### src/rtl/vx_alu_packet_split.sv
// rtl/vx_alu_packet_split.sv - splits a full-warp ALU request into NUM_LANES-wide packets
// Empty lane slices are skipped. An all-zero warp still emits one packet so it reaches commit.
module vx_alu_packet_split #(
  parameter int NUM_THREADS = 8,
  parameter int NUM_LANES   = 2,
  parameter int HDR_W       = 64,
  parameter int LANE_W      = 96,
  localparam int NUM_PACKETS = NUM_THREADS / NUM_LANES,
  localparam int PID_WIDTH   = (NUM_PACKETS > 1) ? $clog2(NUM_PACKETS) : 1
) (
  input  logic                          clk,
  input  logic                          reset,
  input  logic                          in_valid,
  output logic                          in_ready,
  input  logic [NUM_THREADS-1:0]        in_tmask,
  input  logic [HDR_W-1:0]              in_hdr,
  input  logic [NUM_THREADS*LANE_W-1:0] in_data,
  output logic                          out_valid,
  input  logic                          out_ready,
  output logic [NUM_LANES-1:0]          out_tmask,
  output logic [HDR_W-1:0]              out_hdr,
  output logic [NUM_LANES*LANE_W-1:0]   out_data,
  output logic [PID_WIDTH-1:0]          out_pid,
  output logic                          out_sop,
  output logic                          out_eop
);

  typedef enum logic {
    IDLE  = 1'b0,
    ISSUE = 1'b1
  } state_t;

  state_t state, state_next;

  logic [NUM_THREADS-1:0]        buf_tmask;
  logic [HDR_W-1:0]              buf_hdr;
  logic [NUM_THREADS*LANE_W-1:0] buf_data;
  logic [PID_WIDTH-1:0]          pid;
  logic                          sop;

  logic [NUM_PACKETS-1:0] in_nz;
  logic [NUM_PACKETS-1:0] buf_nz;
  logic [PID_WIDTH-1:0]   first_pid;
  logic [PID_WIDTH-1:0]   next_pid;
  logic                   has_next;
  logic                   accept;
  logic                   fire;

  function automatic logic [NUM_PACKETS-1:0] slice_nz(input logic [NUM_THREADS-1:0] m);
    for (int k = 0; k < NUM_PACKETS; k++) begin
      slice_nz[k] = |m[k*NUM_LANES +: NUM_LANES];
    end
  endfunction

  assign in_nz  = slice_nz(in_tmask);
  assign buf_nz = slice_nz(buf_tmask);

  // Descending scans so the lowest qualifying slice index wins.
  always_comb begin
    first_pid = '0;
    next_pid  = pid;
    has_next  = 1'b0;
    for (int k = NUM_PACKETS - 1; k >= 0; k--) begin
      if (in_nz[k]) begin
        first_pid = PID_WIDTH'(k);
      end
      if (buf_nz[k] && (k > int'(pid))) begin
        next_pid = PID_WIDTH'(k);
        has_next = 1'b1;
      end
    end
  end

  assign out_eop   = !has_next;
  assign out_pid   = pid;
  assign out_sop   = sop;
  assign out_hdr   = buf_hdr;
  assign out_tmask = buf_tmask[int'(pid)*NUM_LANES +: NUM_LANES];
  assign out_data  = buf_data[int'(pid)*NUM_LANES*LANE_W +: NUM_LANES*LANE_W];

  always_comb begin
    state_next = state;
    out_valid  = (state == ISSUE);
    fire       = out_valid && out_ready;
    in_ready   = (state == IDLE) || (fire && out_eop);
    accept     = in_valid && in_ready;
    if (accept) begin
      state_next = ISSUE;
    end else if (fire && out_eop) begin
      state_next = IDLE;
    end
  end

  always_ff @(posedge clk or negedge reset) begin
    if (!reset) begin
      state <= IDLE;
    end else begin
      state <= state_next;
    end
  end

  always_ff @(posedge clk or negedge reset) begin
    if (!reset) begin
      buf_tmask <= '0;
      buf_hdr   <= '0;
      buf_data  <= '0;
      pid       <= '0;
      sop       <= 1'b0;
    end else if (accept) begin
      buf_tmask <= in_tmask;
      buf_hdr   <= in_hdr;
      buf_data  <= in_data;
      pid       <= first_pid;
      sop       <= 1'b1;
    end else if (fire) begin
      // On the eop handshake pid stays put; only sop drops.
      if (!out_eop) begin
        pid <= next_pid;
      end
      sop <= 1'b0;
    end
  end

endmodule

### config.mk
export PLATFORM = sky130hd
export DESIGN_NAME = vx_alu_packet_split
export DESIGN_NICKNAME = d
export VERILOG_FILES = /design/src/rtl/vx_alu_packet_split.sv
export SDC_FILE = /design/constraint.sdc
export NUM_CORES = 1
export LEC_CHECK = 0
export CAP_MARGIN = 40
export CELL_PAD_IN_SITES_DETAIL_PLACEMENT = 1
export CELL_PAD_IN_SITES_GLOBAL_PLACEMENT = 1
export CORE_AREA = 2 2 436 438
export DETAILED_ROUTE_END_ITERATION = 6
export DIE_AREA = 0 0 438 440
export PLACE_DENSITY = 0.43
export SLEW_MARGIN = 40
export SYNTH_ARGS = -nofsm -noshare
export SYNTH_HDL_FRONTEND = slang
export SYNTH_SLANG_ARGS = --single-unit
### constraint.sdc
create_clock -name clk -period 2.21 [get_ports clk]
set_input_delay 0.442 -clock clk [delete_from_list [all_inputs] [get_ports clk]]
set_output_delay 0.442 -clock clk [all_outputs]
set_load 0.03 [all_outputs]
### Word level (Yosys, flattened, before mapping)

Index checks and enable logic that the tools add are counted.

| storage, ports and cells | value |
|---|---|
| flip-flop bits (word level) | 844 |
| word-level logic and storage cells | 50 |
| output and inout port bits | 264 |
| input bits | 844 |

| cells by class | value |
|---|---|
| order comparisons | 3 |
| multiplexer cells | 17 |
| multiply operators | 1 |
| bitwise operators | 1 |
| reductions and logical operators | 20 |
| shifts and indexed selects | 2 |

Operator list:

| kind | number |
|---|---|
| $shiftx A768 B11 Y192 | 1 |
| $mux W2 | 10 |
| $reduce_or A2 Y1 | 7 |
| $shiftx A8 B4 Y2 | 1 |
| $mux W1 | 7 |
| $logic_and A1 B1 Y1 | 6 |
| $reduce_bool A2 Y1 | 3 |
| $gt A2 B2 Y1 const A | 2 |
| $mul A2 B2 Y4 const B | 1 |
| $reduce_bool A4 Y1 | 1 |
| $reduce_and A3 Y1 | 1 |
| $gt A1 B2 Y1 const A | 1 |
| $logic_not A1 Y1 | 1 |
| $logic_or A1 B1 Y1 | 1 |
| $not A1 Y1 | 1 |

### Depth between registers and ports, before layout

Gate-level depths: netlist of the first run.

| depth | value |
|---|---|
| word-level depth | 11 |
| mapped depth | 8 |
| mapped depth without buffers | 4 |

### Least setup slack after synthesis of the first run

OpenSTA, ideal clock, no wires.

| timing path | value |
|---|---|
| path type | flip-flop to output port |
| start point | register pid[0], in the netlist out_pid[0] |
| end point | output out_data[100] |
| arrival time | 2230 ps |
| required time | 1768 ps |
| buffers on the path | 3 |
| cell stages (with the launch flop) | 5 |
| path slack | -462 ps |
| path through | dfrtp_1 > clkbuf_1 > clkbuf_1 > buf_1 > mux4_2 |

| on the way | value |
|---|---|
| cells in the longest elaborated chain, start to end | 2 |

RTL lines:

| what | line | RTL |
|---|---|---|
| start, declared | 38 | `logic [PID_WIDTH-1:0] pid;` |
| start signal, assigned | 113 | `pid <= first_pid;` |
| start signal, assigned | 118 | `pid <= next_pid;` |
| $mul A2 B2 Y4 | 79 | `assign out_data = buf_data[int'(pid)*NUM_LANES*LANE_W +: NUM_LANES*LANE_W];` |
| $shiftx A768 B11 Y192 | 79 |  |
| end, declared | 22 | `output logic [NUM_LANES*LANE_W-1:0] out_data,` |

Every way passes these cells.

### Worst setup path in the final report of the first run

| timing path | value |
|---|---|
| start point | register pid[0], in the netlist out_pid[0] |
| end point | output out_data[32] |

Same word-level chain as after synthesis.

==> metrics.txt, run 1 <==
status=complete, but fails checks; failing checks=negative setup slack; post-route cell area=0.0612 mm²; # DRC=0; final std cells w/o fill=6163; placed inst area=0.0516 mm²; count of cell types in the netlist=34; FF-to-FF path depth=10; LEAKAGE=25.4 nW; CTS max path bufs=3; Tightest Hold Check Type=in -> async; r2r setup slk=-0.46 ns; Cell Count Post-Placement=5747; NumNets Final=4365; largest net degree at the start of global routing=67; Critical R2R Capture=buf_data[1]; Pre-antenna DRT Iters=6; total core area=0.189 mm²; first-iteration detailed-routing DRC count=960; Starting Density=19.2%; # Max-Cap Violations=0; Worst setup EP type=primary output; first-pass GRT wire length=232000 µm; routed via count=25200; post-detail-place hpwl=133000 µm; area leader, netlist=dfrtp_1; Final min period=2.96 ns; final wirelength=178000 µm; placer congestion estimate=0.803; post-DR vias/cell=4.09; achievable clock frequency=0.338 GHz; CP startpoint kind=register; actual slew at the worst max-slew pin=0.562 ns; number of port buffers=1107; synth warn=0; routed wl met2=90600 µm; Slew headroom=62.4%; Syn Nets=2899; M1 wire length=69900 µm; Final Hold Fails=0; synthesized area per cell=17.6 µm²; fill cell count=19600; Highest Signal Layer=met5; register area share after synthesis=58.2%; #FFs+latches synth=844; Worst EP arrival=2.52 ns; Die H=440 µm; peak supply drop=0.833 mV; Die ar.=0.193 mm²; antenna violations before repair=118; Setup WS post-layout=-0.752 ns; share of cells above drive strength 1=40.4%; Antenna Nets Post-Route=0; synth-to-layout area growth=68.7%; grt ovf=0; top area cells in the synthesized netlist=dfrtp_1, mux2_1, mux4_2; post-route clock period utilization=134%; critical path type=reg -> out; GRT Total Usage=17.3%; Power Dens Cells=1730 mW/mm²; CTS tree=done; num rows=160; H-Tree Depth=3; clock sinks=844; Mapped Cells=2055; vias in the first global route=27200; DR WL met3=11600 µm; Synth top area share=58.2%; Mapped Area=0.0363 mm²; fin. max-slew vios=0; Root Driver=clkbuf_16; CP required=1.77 ns; # setup viols final=1068; post-DR wirelength/cell=28.9 µm; CP max FO=8; Worst R2R Start=buf_tmask[4]; crit path to=out_data[32]; CTS Buf Count=106; clk_skew=0.0451 ns; RSZ-0062 raised after global routing=yes; width of the die=438 µm; crit path launch=out_pid[0]; worst skew pair latency=0.75 ns; CTS clk-pin slew, worst paths=0.06 ns; I/O pins=1108
[critical path: stages, from the launching register on]
cell and delay [ns]:
dfrtp_4 0.44, buf_12 0.17, buf_12 0.18, buf_6 0.12, mux4_2 0.62, buf_6 0.20
[cell usage after synthesis]
library cell	number
dfrtp_1	844
buf_6	66
nand3_1	1
nand4_1	1
or3_1	1
o2111ai_1	2
buf_4	1
or4_4	1
nor2_1	5
o211a_2	1
a21o_1	1
nor3_1	1
a21oi_1	2
o211ai_1	1
clkbuf_1	16
mux4_2	194
mux2_2	240
o21bai_1	1
o21a_1	1
nand2_1	3
nor4_1	1
inv_1	4
o21ba_2	2
buf_1	18
o221ai_1	2
a2bb2oi_1	1
o31ai_1	1
buf_2	36
or4_1	1
o21ai_0	2
nand3b_1	1
nor2b_1	2
nor3_2	1
mux2_1	600
[how the worst min path moves through the flow]
stage                     cells after the start  start  slack [ns]          end
after global routing                          2  reset        0.20  out_hdr[29]
final                                         2  reset        0.24  out_hdr[29]
after floorplan                               0  reset        0.15  buf_data[0]
after detailed placement                      1  reset        0.42  out_hdr[29]
after global placement                        1  reset        0.43  out_hdr[46]
after CTS                                     2  reset        0.18  out_hdr[29]
[cell families (layout without fill, tap and decap cells)]
kind of cell | Yosys count | in the layout | share of synthesized area, %
mux | 1034 | 1034 | 38.1
flops | 844 | 844 | 58.2
buf+inv | 141 | 1689 | 2.96
simple gates | 19 | 19 | 0.297
compound gates | 17 | 17 | 0.362
other cells | 0 | 49 | 0
[power by group]
part / switching [mW] / total [mW] / internal (mW)
Clock: 7.45 / 18.0 / 10.6
Sequential: 4.68 / 28.2 / 23.6
Combinational: 27.2 / 59.7 / 32.5
[state kept, by name (all words and copies together), names as in the netlist]
register and cells:
out_valid 1, out_sop 1, buf_tmask 8, buf_data 768
out_hdr 64, out_pid 2
[per-layer routing]
layer | vias up | global-route usage (%)
met5 | - | 0
met2 | 778 | 30.4
met1 | 13300 | 20.1
li1 | 10800 | -
met3 | 329 | 5.18
met4 | 28 | 5.56
[layout make-up]
class,instances,area (µm²),share of cell area (%)
tap,2511,3140,5.14
multi-input combinational,1070,15600,25.5
antenna,49,123,0.200
clock buffer,160,3090,5.05
timing repair buffer,1495,17600,28.8
clock inverter,30,457,0.746
inverter,4,15.0,0.0245
sequential,844,21100,34.5
[timing repair]
action / in CTS / in global routing
endpoints found under the setup margin: 1103 / 1104
gates cloned: 21 / 59
buffers inserted: 64 / 48
gates resized for setup: 501 / 551
hold buffers: 1 / 0
hold endpoints to repair: 52 / 0
pin swaps: 4 / 3
[cells in the final DEF, fill, tap and decap left out, types with 4 or more instances in the layout]
cell / count
buf_4: 111
buf_8: 59
buf_12: 95
diode_2: 49
nor2_1: 4
buf_16: 33
mux2_2: 111
mux2_1: 334
mux2_4: 395
clkdlybuf4s50_1: 907
clkbuf_16: 157
mux4_2: 194
clkbuf_1: 32
bufbuf_16: 4
clkinv_2: 12
clkbuf_8: 21
bufinv_16: 8
buf_6: 233
dfrtp_1: 842
[through the flow]
stage	power [mW]	utilization (%)	setup slack, ns	TNS [ns]	hold WS, ns
after floorplan	54.0	-	-0.0453	-2.72	0.146
after global placement	74.5	27.3	-0.584	-439.67	0.426
after detailed placement	74.9	27.3	-0.582	-431.86	0.416
after CTS	100	30.5	-0.899	-531.08	0.178
after global routing	111	32.4	-0.862	-543.81	0.195
final	106	32.4	-0.752	-423.97	0.239
Power figures use the tool's default switching activity.
==> inputs of run 2 (changes only) <==
--- a/config.mk
+++ b/config.mk
@@ -10,4 +10,5 @@
 export CELL_PAD_IN_SITES_GLOBAL_PLACEMENT = 1
 export CORE_AREA = 2 2 436 438
+export CTS_CLUSTER_DIAMETER = 200
 export DETAILED_ROUTE_END_ITERATION = 6
 export DIE_AREA = 0 0 438 440
==> constraint.sdc (replaced) <==
create_clock -name clk -period 2.21 [get_ports clk]
set_input_delay 0.442 -clock clk [delete_from_list [all_inputs] [get_ports clk]]
set_output_delay 0.442 -clock clk [all_outputs]
set_load 0.02 [all_outputs]
==> metrics.txt, run 2 (same netlist as run 1, synthesis figures left out) <==
share of cells above drive strength 1=40.3%; Tightest Hold Check Type=in -> async; final wirelength=168000 µm; antenna violations before repair=119; CP cell instances=buf_12, buf_12, mux4_2, clkdlybuf4s15_1; met2 GRT Util=28.1%; Combinational Power Share=53.6%; post-DR wirelength/cell=27.3 µm; Critical Path Slowest Stage Cell=mux4_2; status=complete, but fails checks; Starting Density=19.2%; TNS Setup=-510.92 ns; first-pass GRT wire length=213000 µm; stages on the worst setup path=4; Reg power frac=28.2%; WHS=0.216 ns; # Max-Cap Violations=0; CP max FO=10; Final min period=3.02 ns; post-DR vias/cell=4.06; Die ar.=0.193 mm²; post-route cell area=0.0606 mm²; crit path launch=out_pid[0]; Final Util=32.2%; CP required=1.77 ns; vias in the first global route=26600; Sw Share=34.8%; width of the die=438 µm; placed inst area=0.0514 mm²; synth-to-layout area growth=67.2%; peak supply drop=0.769 mV; Setup WS post-layout=-0.813 ns; FF-to-FF path depth=12; Worst R2R Start=out_pid[0]; Slew headroom=62.2%; CTS clk-pin slew, worst paths=0.05 ns; worst slack, placed=-0.605 ns; NumNets Final=4356; r2r setup slk=-0.57 ns; actual slew at the worst max-slew pin=0.567 ns; Pre-antenna DRT Iters=4; Power Dens Cells=1640 mW/mm²; largest net degree at the start of global routing=79; CTS max path bufs=3; I/O pins=1108; grt ovf=0; GRT Max-Usage Layer=met2; Total Power=99.1 mW; most common cell after layout, fill and taps aside=clkdlybuf4s50_1; Die H=440 µm; fill cell count=19600; internal power=64.7 mW; worst skew pair latency=0.76 ns; Top delay family on crit path=buffers and inverters; RSZ-0062 raised after global routing=yes; failing checks=negative setup slack; crit-path max cell delay=0.60 ns; clk_skew=0.0467 ns; num rows=160; max FFs per register=768; met3 Use GR=5.78%; Critical R2R Capture=buf_data[59]; clock sinks=844; first-iteration detailed-routing DRC count=843; Worst setup EP type=primary output; CTS Buf Count=110; proportion of power drawn by the clock network=18.2%; critical path type=reg -> out; Final Hold Fails=0; routed via count=25000; fin. max-slew vios=0; CTS tree=done; crit path to=out_data[2]; CP bufs+invs=3; total net switching power=34.5 mW; number of port buffers=1107; post-detail-place hpwl=119000 µm; post-route clock period utilization=137%; LEAKAGE=25.2 nW; Cell Count Post-Placement=5711; achievable clock frequency=0.331 GHz; Antenna Nets Post-Route=0; Root Driver=clkbuf_16; total core area=0.189 mm²; Worst EP arrival=2.58 ns; # setup viols final=1056; # DRC=0; Critical Path Most Common Cell=buf_12; Reg with most FFs=buf_data; CP startpoint kind=register; met1 usage=17.4%; most frequent cells in the layout=clkdlybuf4s50_1, dfrtp_1, mux2_4, mux2_1, mux4_2; H-Tree Depth=3; final std cells w/o fill=6151; GRT Total Usage=15.6%; placer congestion estimate=0.784
[run 2: how the worst min path moves through the flow]
stage	startpoint	to	slack, ns	cells after the start
after floorplan	reset	buf_data[0]	0.15	0
after global placement	reset	buf_data[37]	0.40	1
after detailed placement	reset	buf_data[37]	0.40	1
after CTS	reset	buf_data[37]	0.15	2
after global routing	reset	out_hdr[61]	0.17	2
final	reset	buf_data[37]	0.22	2
[run 2: cell type report]
class,count,area (µm²),share of cell area [%]
Inverter,4,15.0,0.0248
Timing Repair Buffer,1482,17100,28.2
Antenna cell,41,103,0.169
Sequential cell,844,21100,34.8
Clock inverter,31,310,0.512
Multi-Input combinational cell,1070,15500,25.6
Tap cell,2511,3140,5.18
Clock buffer,168,3280,5.41
[run 2: layer usage]
metal / vias up / share of wire [%] / wire length (µm)
met4: 82 / 2.2 / 3660
met1: 13100 / 39 / 65600
li1: 10700 / - / -
met5: - / 0.29 / 481
met3: 300 / 6.9 / 11700
met2: 729 / 52 / 86700
[run 2: timing repair]
| item | 4_1_cts | 5_1_grt |
|---|---|---|
| buffers inserted | 21 | 96 |
| gates cloned | 3 | 87 |
| endpoints found under the hold margin | 356 | 0 |
| gates resized for setup | 416 | 929 |
| endpoints found under the setup margin | 1086 | 1105 |
| hold buffers | 1 | 0 |
| pin swaps | 0 | 3 |
[run 2: worst register-to-register path: cells and delay by family, from the launching register on]
kind,cells,cell delay [ns]
and+or+nand+nor,1,0.25
buffers and inverters,8,1.14
AOI/OAI and AO/OA,2,0.44
muxes,1,0.33
DFF,1,0.49
[run 2: power by group through the flow]
stage,logic (mW),clock network [mW],registers (mW)
4_1_cts,42.3,18.8,27.8
2_1_floorplan,23.7,0,26.9
6_report,53.1,18.1,28.0
5_1_grt,55.9,19.4,29.1
3_3_place_gp,42.1,0,27.9
3_5_place_dp,42.4,0,28.0
